--- src/rtl/mem_access_ctrl_if.sv ---
// Request/response and RAM-side bus of the memory access controller.
// The controller is the RAM bus master; the slave modport is the view of
// everything it talks to (the requesting datapath and the RAM itself).
interface mem_access_ctrl_if #(
    parameter int unsigned ADDR_W = 9,
    parameter int unsigned DATA_W = 32,
    parameter int unsigned LEN_W  = 3
);
    // Request side
    logic              req;
    logic              we;
    logic [ADDR_W-1:0] addr;
    logic [LEN_W-1:0]  len;
    logic [DATA_W-1:0] wdata;
    logic              wdata_ready;
    logic [DATA_W-1:0] rdata;
    logic              rdata_valid;
    logic              busy;
    logic              done;

    // RAM side
    logic [ADDR_W-1:0] mem_addr;
    logic              mem_read;
    logic              mem_write;
    logic [DATA_W-1:0] mem_wdata;
    logic [DATA_W-1:0] mem_rdata;

    modport master (
        input  req, we, addr, len, wdata, mem_rdata,
        output wdata_ready, rdata, rdata_valid, busy, done,
        output mem_addr, mem_read, mem_write, mem_wdata
    );

    modport slave (
        output req, we, addr, len, wdata, mem_rdata,
        input  wdata_ready, rdata, rdata_valid, busy, done,
        input  mem_addr, mem_read, mem_write, mem_wdata
    );
endinterface

--- src/rtl/mem_access_ctrl.sv ---
// Initiator for a 512x32 synchronous RAM with a registered read port.
// Runs single or burst (1..8 beat) loads and stores with fixed cycle timing:
// one beat issued per cycle, read data captured two edges after issue, and a
// one-cycle done pulse on the final beat.
module mem_access_ctrl #(
    parameter int unsigned ADDR_W = 9,
    parameter int unsigned DATA_W = 32,
    parameter int unsigned LEN_W  = 3
) (
    input logic               clk,
    input logic               clr_n,
    mem_access_ctrl_if.master bus
);

    typedef enum logic [1:0] {
        StIdle,
        StRead,
        StRdrain,
        StWrite
    } state_e;

    state_e state_q, state_d;

    // Beats still to issue after the one currently on the RAM bus.
    logic [LEN_W-1:0]  rem_q, rem_d;
    // The RAM sampled a read at the previous edge, so mem_rdata is valid now.
    logic              pend_q, pend_d;

    logic [ADDR_W-1:0] mem_addr_q, mem_addr_d;
    logic              mem_read_q, mem_read_d;
    logic              mem_write_q, mem_write_d;
    logic [DATA_W-1:0] mem_wdata_q, mem_wdata_d;
    logic [DATA_W-1:0] rdata_q, rdata_d;
    logic              rdata_valid_q, rdata_valid_d;
    logic              busy_q, busy_d;
    logic              done_q, done_d;
    logic              wdata_ready_q, wdata_ready_d;

    // State register; reset aborts any burst immediately.
    always_ff @(posedge clk or negedge clr_n) begin
        if (!clr_n) begin
            state_q <= StIdle;
        end else begin
            state_q <= state_d;
        end
    end

    // Next-state decode.
    always_comb begin
        state_d = state_q;
        unique case (state_q)
            StIdle: begin
                if (bus.req) begin
                    state_d = bus.we ? StWrite : StRead;
                end
            end
            StRead: begin
                if (rem_q == '0) begin
                    state_d = StRdrain;
                end
            end
            StRdrain: begin
                state_d = StIdle;
            end
            StWrite: begin
                if (rem_q == '0) begin
                    state_d = StIdle;
                end
            end
            default: begin
                state_d = StIdle;
            end
        endcase
    end

    // Next values of the registered bus outputs and the beat bookkeeping.
    always_comb begin
        rem_d         = rem_q;
        pend_d        = mem_read_q;
        mem_addr_d    = mem_addr_q;
        mem_read_d    = mem_read_q;
        mem_write_d   = mem_write_q;
        mem_wdata_d   = mem_wdata_q;
        rdata_d       = rdata_q;
        rdata_valid_d = 1'b0;
        busy_d        = busy_q;
        done_d        = 1'b0;
        wdata_ready_d = wdata_ready_q;

        // Capture only when a read was actually sampled, never junk between reads.
        if (pend_q) begin
            rdata_d       = bus.mem_rdata;
            rdata_valid_d = 1'b1;
        end

        unique case (state_q)
            StIdle: begin
                // IDLE is entered together with done, so busy falls one edge
                // later unless a back-to-back request is taken at that edge.
                busy_d        = 1'b0;
                mem_read_d    = 1'b0;
                mem_write_d   = 1'b0;
                wdata_ready_d = 1'b0;
                if (bus.req) begin
                    busy_d     = 1'b1;
                    mem_addr_d = bus.addr;
                    rem_d      = bus.len;
                    if (bus.we) begin
                        mem_write_d   = 1'b1;
                        mem_wdata_d   = bus.wdata;
                        wdata_ready_d = (bus.len != '0);
                    end else begin
                        mem_read_d = 1'b1;
                    end
                end
            end
            StRead: begin
                if (rem_q == '0) begin
                    mem_read_d = 1'b0;
                end else begin
                    mem_addr_d = mem_addr_q + ADDR_W'(1);
                    rem_d      = rem_q - LEN_W'(1);
                end
            end
            StRdrain: begin
                // The last beat is captured at this edge.
                done_d = 1'b1;
            end
            StWrite: begin
                if (rem_q == '0) begin
                    mem_write_d   = 1'b0;
                    wdata_ready_d = 1'b0;
                    done_d        = 1'b1;
                end else begin
                    mem_addr_d    = mem_addr_q + ADDR_W'(1);
                    mem_wdata_d   = bus.wdata;
                    rem_d         = rem_q - LEN_W'(1);
                    wdata_ready_d = (rem_q != LEN_W'(1));
                end
            end
            default: begin
                mem_read_d  = 1'b0;
                mem_write_d = 1'b0;
            end
        endcase
    end

    // Registered outputs and counters; all cleared by reset.
    always_ff @(posedge clk or negedge clr_n) begin
        if (!clr_n) begin
            rem_q         <= '0;
            pend_q        <= 1'b0;
            mem_addr_q    <= '0;
            mem_read_q    <= 1'b0;
            mem_write_q   <= 1'b0;
            mem_wdata_q   <= '0;
            rdata_q       <= '0;
            rdata_valid_q <= 1'b0;
            busy_q        <= 1'b0;
            done_q        <= 1'b0;
            wdata_ready_q <= 1'b0;
        end else begin
            rem_q         <= rem_d;
            pend_q        <= pend_d;
            mem_addr_q    <= mem_addr_d;
            mem_read_q    <= mem_read_d;
            mem_write_q   <= mem_write_d;
            mem_wdata_q   <= mem_wdata_d;
            rdata_q       <= rdata_d;
            rdata_valid_q <= rdata_valid_d;
            busy_q        <= busy_d;
            done_q        <= done_d;
            wdata_ready_q <= wdata_ready_d;
        end
    end

    assign bus.mem_addr    = mem_addr_q;
    assign bus.mem_read    = mem_read_q;
    assign bus.mem_write   = mem_write_q;
    assign bus.mem_wdata   = mem_wdata_q;
    assign bus.rdata       = rdata_q;
    assign bus.rdata_valid = rdata_valid_q;
    assign bus.busy        = busy_q;
    assign bus.done        = done_q;
    assign bus.wdata_ready = wdata_ready_q;

endmodule

--- src/flat_wrapper.sv ---
// flat-port wrapper written by rule: the top's interface ports become plain ports
module mem_access_ctrl_flat 
#(
    parameter int unsigned ADDR_W = 9,
    parameter int unsigned DATA_W = 32,
    parameter int unsigned LEN_W  = 3
)
  (clk, clr_n, bus_req, bus_we, bus_addr, bus_len, bus_wdata, bus_mem_rdata, bus_wdata_ready, bus_rdata, bus_rdata_valid, bus_busy, bus_done, bus_mem_addr, bus_mem_read, bus_mem_write, bus_mem_wdata);
  mem_access_ctrl_if #(.ADDR_W(ADDR_W), .DATA_W(DATA_W), .LEN_W(LEN_W)) bus_i ();
  input logic clk;
  input logic clr_n;
  input wire logic [$bits(bus_i.req)-1:0] bus_req;
  input wire logic [$bits(bus_i.we)-1:0] bus_we;
  input wire logic [$bits(bus_i.addr)-1:0] bus_addr;
  input wire logic [$bits(bus_i.len)-1:0] bus_len;
  input wire logic [$bits(bus_i.wdata)-1:0] bus_wdata;
  input wire logic [$bits(bus_i.mem_rdata)-1:0] bus_mem_rdata;
  output wire logic [$bits(bus_i.wdata_ready)-1:0] bus_wdata_ready;
  output wire logic [$bits(bus_i.rdata)-1:0] bus_rdata;
  output wire logic [$bits(bus_i.rdata_valid)-1:0] bus_rdata_valid;
  output wire logic [$bits(bus_i.busy)-1:0] bus_busy;
  output wire logic [$bits(bus_i.done)-1:0] bus_done;
  output wire logic [$bits(bus_i.mem_addr)-1:0] bus_mem_addr;
  output wire logic [$bits(bus_i.mem_read)-1:0] bus_mem_read;
  output wire logic [$bits(bus_i.mem_write)-1:0] bus_mem_write;
  output wire logic [$bits(bus_i.mem_wdata)-1:0] bus_mem_wdata;
  assign bus_i.req = bus_req;
  assign bus_i.we = bus_we;
  assign bus_i.addr = bus_addr;
  assign bus_i.len = bus_len;
  assign bus_i.wdata = bus_wdata;
  assign bus_i.mem_rdata = bus_mem_rdata;
  assign bus_wdata_ready = bus_i.wdata_ready;
  assign bus_rdata = bus_i.rdata;
  assign bus_rdata_valid = bus_i.rdata_valid;
  assign bus_busy = bus_i.busy;
  assign bus_done = bus_i.done;
  assign bus_mem_addr = bus_i.mem_addr;
  assign bus_mem_read = bus_i.mem_read;
  assign bus_mem_write = bus_i.mem_write;
  assign bus_mem_wdata = bus_i.mem_wdata;
  mem_access_ctrl #(.ADDR_W(ADDR_W), .DATA_W(DATA_W), .LEN_W(LEN_W)) u_core (.clk(clk), .clr_n(clr_n), .bus(bus_i));
endmodule
--- config.mk ---
export PLATFORM = sky130hd
export DESIGN_NAME = mem_access_ctrl_flat
export DESIGN_NICKNAME = d
export VERILOG_FILES = /design/src/rtl/mem_access_ctrl_if.sv /design/src/rtl/mem_access_ctrl.sv /design/src/flat_wrapper.sv
export SDC_FILE = /design/constraint.sdc
export NUM_CORES = 1
export LEC_CHECK = 0
export CAP_MARGIN = 20
export CORE_AREA = 2 2 95 97
export CTS_CLUSTER_DIAMETER = 150
export DETAILED_ROUTE_END_ITERATION = 8
export DIE_AREA = 0 0 97 99
export GPL_ROUTABILITY_DRIVEN = 0
export GPL_TIMING_DRIVEN = 0
export PLACE_DENSITY = 0.87
export SLEW_MARGIN = 20
export SYNTH_ARGS = -nofsm -noshare
export SYNTH_HDL_FRONTEND = slang
export SYNTH_SLANG_ARGS = --single-unit
--- constraint.sdc ---
create_clock -name clk -period 5.2 [get_ports clk]
set_input_delay 1.3 -clock clk [delete_from_list [all_inputs] [get_ports clk]]
set_output_delay 1.3 -clock clk [all_outputs]
set_load 0.05 [all_outputs]
==> metrics.md, run 1 <==
| Metric | Value |
|---|---|
| Outcome | `completed` |
| DRC | `0` |
| Die Area | `9600 um2` |
| Total grt overflow | `0` |
| CP max-delay cell | `clkdlybuf4s50_1` |
| CP delay by family, top | `buffers and inverters` |
| First-pass GRT wire length | `15100 um` |
| WS Path Type | `reg -> out` |
| Mapped Area | `3750 um2` |
| Worst-margin pin slew | `0.620 ns` |
| Number of global-route vias before repair | `2970` |
| Max_cap viols | `0` |
| Clock transition at path regs | `0.08 ns` |
| Overall routing resource usage | `19.5%` |
| Cells after Synth | `267` |
| Final Worst Setup Slack | `2.24 ns` |
| Die height | `99 um` |
| Area Overhead vs Synth | `51.7%` |
| Fin util | `66.6%` |
| Clk Latency, worst-skew pair | `0.33 ns` |
| IO Pins | `159` |
| FILL cells | `635` |
| Max Fclk | `338 MHz` |
| Synth Flop Type | `dfrtp_1` |
| Mapped Nets | `359` |
| Core area | `8550 um2` |
| Via count | `2797` |
| H-tree depth | `3` |
| Skew final | `0.00931 ns` |
| Critical path's largest stage delay | `0.85 ns` |
| Worst-path cell chain | `clkdlybuf4s50_1` |
| Fin nets | `529` |
| Sink Count | `85` |
| EDFF count, synth | `0` |
| WL/cell | `16.8 um` |
| CTS root buf | `clkbuf_8` |
| CTS max path bufs | `2` |
| CTS Buf Count | `9` |
| Max_slew headroom | `58.7%` |
| CTS tree | `built` |
| WP buf/inv | `1` |
| Yosys top cell area share | `56.7%` |
| Most common cell after layout, fill and taps aside | `clkdlybuf4s50_1` |
| Fin crit period | `2.96 ns` |
| Setup violations, final | `0` |
| Worst Hold Class | `reg -> reg` |
| Final HPWL DP | `6930 um` |
| N_diodes | `0` |
| Drt pass-1 iters | `4` |
| CTS resizes | `0` |
| Row count | `34` |
| CP Launch Type | `flop` |
| Port buffer count | `158` |
| Layout cell share with drive strength beyond 1 | `21.5%` |
| Hold Vio Cnt, Final | `0` |
| Tcrit/Tclk final | `56.8%` |
| #FFs+latches synth | `85` |
| CTS Hold Bufs | `0` |
| Crit. End Element | `output pin` |
| Syn avg cell area | `14.1 um2` |
| Crit path arrival time | `1.66 ns` |
| Total wire length | `9240 um` |
| Post-synth top area cell | `dfrtp_1` |
| Die X | `97 um` |
| Setup bufs post-CTS | `0` |
| Synth cell types | `33` |
| Post-route setup TNS | `0 ns` |
| DP Worst Slack | `2.24 ns` |
| Setup repair after global routing missed its margin | `false` |
| Iter 0 DRT Violations | `54` |
| Register area share after synthesis | `56.7%` |
| DR vias/cell | `5.09` |
| Critical Path RT | `3.90 ns` |
| Synth async-reset ratio | `100%` |
| Initial Utilization | `43.9%` |
| Largest fanout on the critical path | `8` |
| Post-route ant nets | `0` |
| Synth Warn # | `0` |
| Synth top area cells | `dfrtp_1 57%, mux2_4 12%, mux2_2 11%` |
| Initial antenna violation count | `0` |
| Final Slew Violations | `0` |
| Commonest non-fill, non-tap cells in the layout | `157 x clkdlybuf4s50_1, 85 x dfrtp_1, 35 x mux2_2` |
| Largest net degree at the start of global routing | `48` |
[cells in the mapped netlist (2+ instances only)]
master     number
inv_1           6
ha_1           12
a21oi_1        10
mux2_2         35
nand4_1         2
nand2_1         8
clkbuf_1        2
mux2_1          2
mux2_4         30
a31oi_1         3
mux2i_1         2
nor2b_1         2
o22a_1          2
a2bb2oi_1       6
and3_1          2
o21ai_0        11
nor2_1          9
a22oi_1         3
o22ai_1         7
nand3_1         5
buf_6           3
dfrtp_1        85
nand2b_1        4
buf_2           7
[area by class of cell]
class                           count  area (um2)  share of cell area (%)
Sequential cell                    85        2130                    37.4
Timing Repair Buffer              159        1600                    28.1
Multi-Input combinational cell    164        1530                    26.8
Tap cell                          108         135                    2.37
Clock buffer                       11         131                    2.31
Buffer                             12        76.3                    1.34
Clock inverter                      4        73.8                    1.30
Inverter                            6        22.5                   0.396
[logic make-up (layout without fill, tap and decap cells)]
kind of cell | Yosys count | after routing | share of synthesized area [%]
AOI/OAI and AO/OA | 46 | 46 | 8.10
adders and majority gates | 12 | 12 | 4.00
buffers and inverters | 18 | 192 | 2.63
DFF | 85 | 85 | 56.7
muxes | 69 | 69 | 23.6
and+or+nand+nor | 37 | 37 | 4.97
[worst paths after layout]
path | startpoint | end | slack [ns] | depth (start not counted)
worst max-delay path | u_core.bus.mem_addr[3] | bus_mem_addr[3] | 2.24 | 1
worst min-delay path | u_core.pend_q | u_core.bus.rdata_valid | 0.38 | 0
worst max register to register | u_core.state_q[0] | u_core.bus.mem_wdata[3] | 3.11 | 8
worst min register to register | u_core.pend_q | u_core.bus.rdata_valid | 0.38 | 0
max in group asynchronous | clr_n | u_core.bus.mem_addr[3] | 3.60 | 2
min in group asynchronous | clr_n | u_core.bus.rdata[19] | 0.97 | 1
[flip-flops by register name (all words and copies together) (netlist names)]
register / count
u_core.bus.mem_wdata: 32
u_core.bus.rdata: 32
u_core.bus.mem_addr: 9
u_core.rem_q: 3
u_core.state_q: 2
u_core.bus.busy: 1
u_core.bus.done: 1
u_core.bus.mem_read: 1
u_core.bus.mem_write: 1
u_core.bus.rdata_valid: 1
u_core.bus.wdata_ready: 1
u_core.pend_q: 1
[metrics by stage]
stage,hold WS (ns),std cells,area (um2)
3_3_place_gp,0.357,533,5470
4_1_cts,0.378,549,5690
6_report,0.375,549,5690
5_1_grt,0.392,549,5690
3_5_place_dp,0.359,534,5490
2_1_floorplan,0.352,267,3750
[layer usage]
metal  vias to the layer above  global-route usage [%]  wire [um]
met5                         -                       0          0
met4                         0                    6.83        170
met3                        14                    4.47        451
met2                       106                    33.9       4770
met1                      1385                    23.9       3840
li1                       1292                       -          -
Power of run 1 is not shown: default switching activity piles up to over one toggle a cycle in this logic, so the estimate is an artifact.
==> run 2: changes to the inputs <==
- CORE_AREA: 2 2 95 97 -> 2 2 97 99
- DIE_AREA: 0 0 97 99 -> 0 0 99 101
- PLACE_DENSITY: 0.87 -> 0.84
- clock period: 5.2 -> 2.86 ns (I/O delays scaled with it)
==> metrics.md, run 2 (synthesis gave the netlist of run 1 again) <==
| Metric | Value |
|---|---|
| Iter 0 DRT Violations | `53` |
| WP buf/inv | `1` |
| Skew final | `0.00963 ns` |
| Crit path arrival time | `1.69 ns` |
| Worst Hold Class | `reg -> reg` |
| Core area | `8980 um2` |
| CTS Buf Count | `9` |
| Crit. End Element | `output pin` |
| Clk Latency, worst-skew pair | `0.34 ns` |
| Post-route setup TNS | `0 ns` |
| Drt pass-1 iters | `4` |
| Post-route ant nets | `0` |
| WL/cell | `17.1 um` |
| Via count | `2745` |
| Die Area | `10000 um2` |
| Seq. cell area | `2130 um2` |
| CTS tree | `built` |
| Area post-placement | `5490 um2` |
| Hold Vio Cnt, Final | `0` |
| DR vias/cell | `4.97` |
| Final Worst Setup Slack | `0.455 ns` |
| Setup violations, final | `0` |
| Multi-input gate area | `1530 um2` |
| Total grt overflow | `0` |
| CP Launch Type | `flop` |
| CTS resizes | `0` |
| Fin util | `63.4%` |
| Cell area after layout | `5690 um2` |
| FILL cells | `689` |
| Worst-margin pin slew | `0.719 ns` |
| Critical Path RT | `2.14 ns` |
| DP Worst Slack | `0.453 ns` |
| Number of global-route vias before repair | `2914` |
| Max_slew headroom | `52.0%` |
| CP delay by family, top | `buffers and inverters` |
| Largest fanout on the critical path | `8` |
| Clock transition at path regs | `0.09 ns` |
| WS Path Type | `reg -> out` |
| Initial antenna violation count | `0` |
| Most common cell after layout, fill and taps aside | `clkdlybuf4s50_1` |
| Largest net degree at the start of global routing | `56` |
| Area Overhead vs Synth | `51.5%` |
| IO Pins | `159` |
| Initial Utilization | `41.8%` |
| Fin nets | `529` |
| First-pass GRT wire length | `15100 um` |
| Total wire length | `9440 um` |
| Tcrit/Tclk final | `84.1%` |
| Commonest non-fill, non-tap cells in the layout | `157 x clkdlybuf4s50_1, 85 x dfrtp_1, 35 x mux2_2` |
| Max Fclk | `416 MHz` |
| Setup repair after global routing missed its margin | `false` |
| Critical path's largest stage delay | `0.86 ns` |
| Setup bufs post-CTS | `0` |
| Port buffer count | `158` |
| CP max-delay cell | `clkdlybuf4s50_1` |
| Row count | `35` |
| Max_cap viols | `0` |
| CTS root buf | `clkbuf_8` |
| CTS max path bufs | `2` |
| Sink Count | `85` |
| Die X | `99 um` |
| Outcome | `completed` |
| Die height | `101 um` |
| Overall routing resource usage | `19.1%` |
| Final Slew Violations | `0` |
| Worst-path cell chain | `clkdlybuf4s50_1` |
| Layout cell share with drive strength beyond 1 | `22.0%` |
| DRC | `0` |
| H-tree depth | `3` |
| CTS Hold Bufs | `0` |
| Final HPWL DP | `7200 um` |
| Fin crit period | `2.41 ns` |
| N_diodes | `0` |
-- run 2: cell count changes in the layout (fill, tap and decap cells not counted) --
cell,change
inv_6,+1
clkinv_4,-1
inv_8,+1
bufinv_16,-1
clkinvlp_4,+3
clkbuf_1,-2
clkinv_2,-1
-- run 2: area by class of cell --
class,count,share of cell area (%)
sequential,85,37.4
timing repair buffer,159,28.1
inverter,6,0.396
multi-input combinational,164,26.9
tap,111,2.44
buffer,12,1.34
clock inverter,6,1.28
clock buffer,9,2.18
-- run 2: per-stage QoR --
step | std cells | hold slack, ns
floorplan | 267 | 0.352
CTS | 552 | 0.384
finish | 552 | 0.384
global route | 552 | 0.403
detailed placement | 537 | 0.371
global placement | 536 | 0.372
-- run 2: path summary, 6_finish.rpt --
| kind | startpoint | endpoint | slack (ns) | cells past startpoint |
|---|---|---|---|---|
| worst min-delay path | u_core.pend_q | u_core.bus.rdata_valid | 0.38 | 0 |
| worst max register to register | u_core.state_q[0] | u_core.bus.mem_wdata[31] | 0.77 | 8 |
| worst max-delay path | u_core.bus.mem_addr[3] | bus_mem_addr[3] | 0.45 | 1 |
| worst min register to register | u_core.pend_q | u_core.bus.rdata_valid | 0.38 | 0 |
| max in group asynchronous | clr_n | u_core.bus.rdata[7] | 1.82 | 2 |
| min in group asynchronous | clr_n | u_core.bus.mem_addr[7] | 0.42 | 1 |
-- run 2: layer usage --
layer | vias up | routed length [um] | track usage [%]
li1 | 1295 | - | -
met1 | 1315 | 3980 | 24.4
met2 | 129 | 4720 | 32.5
met3 | 6 | 676 | 4.65
met4 | 0 | 65 | 5.37
met5 | - | 0 | 0
Power of run 2 is left out for the same reason.
==> run 3: changes to the inputs <==
- clock period: 2.86 -> 2.4 ns (I/O delays scaled with it)
==> results of run 3 <==
Same layout as run 2 (identical final DEF). Status: completed.
Main changes from that run: setup slack after placement 0.453 ns -> 0.108 ns; setup slack after layout 0.455 ns -> 0.110 ns; hold slack 0.384 ns -> 0.305 ns; register-to-register setup slack 0.77 ns -> 0.31 ns
Power of run 3 is left out for the same reason.
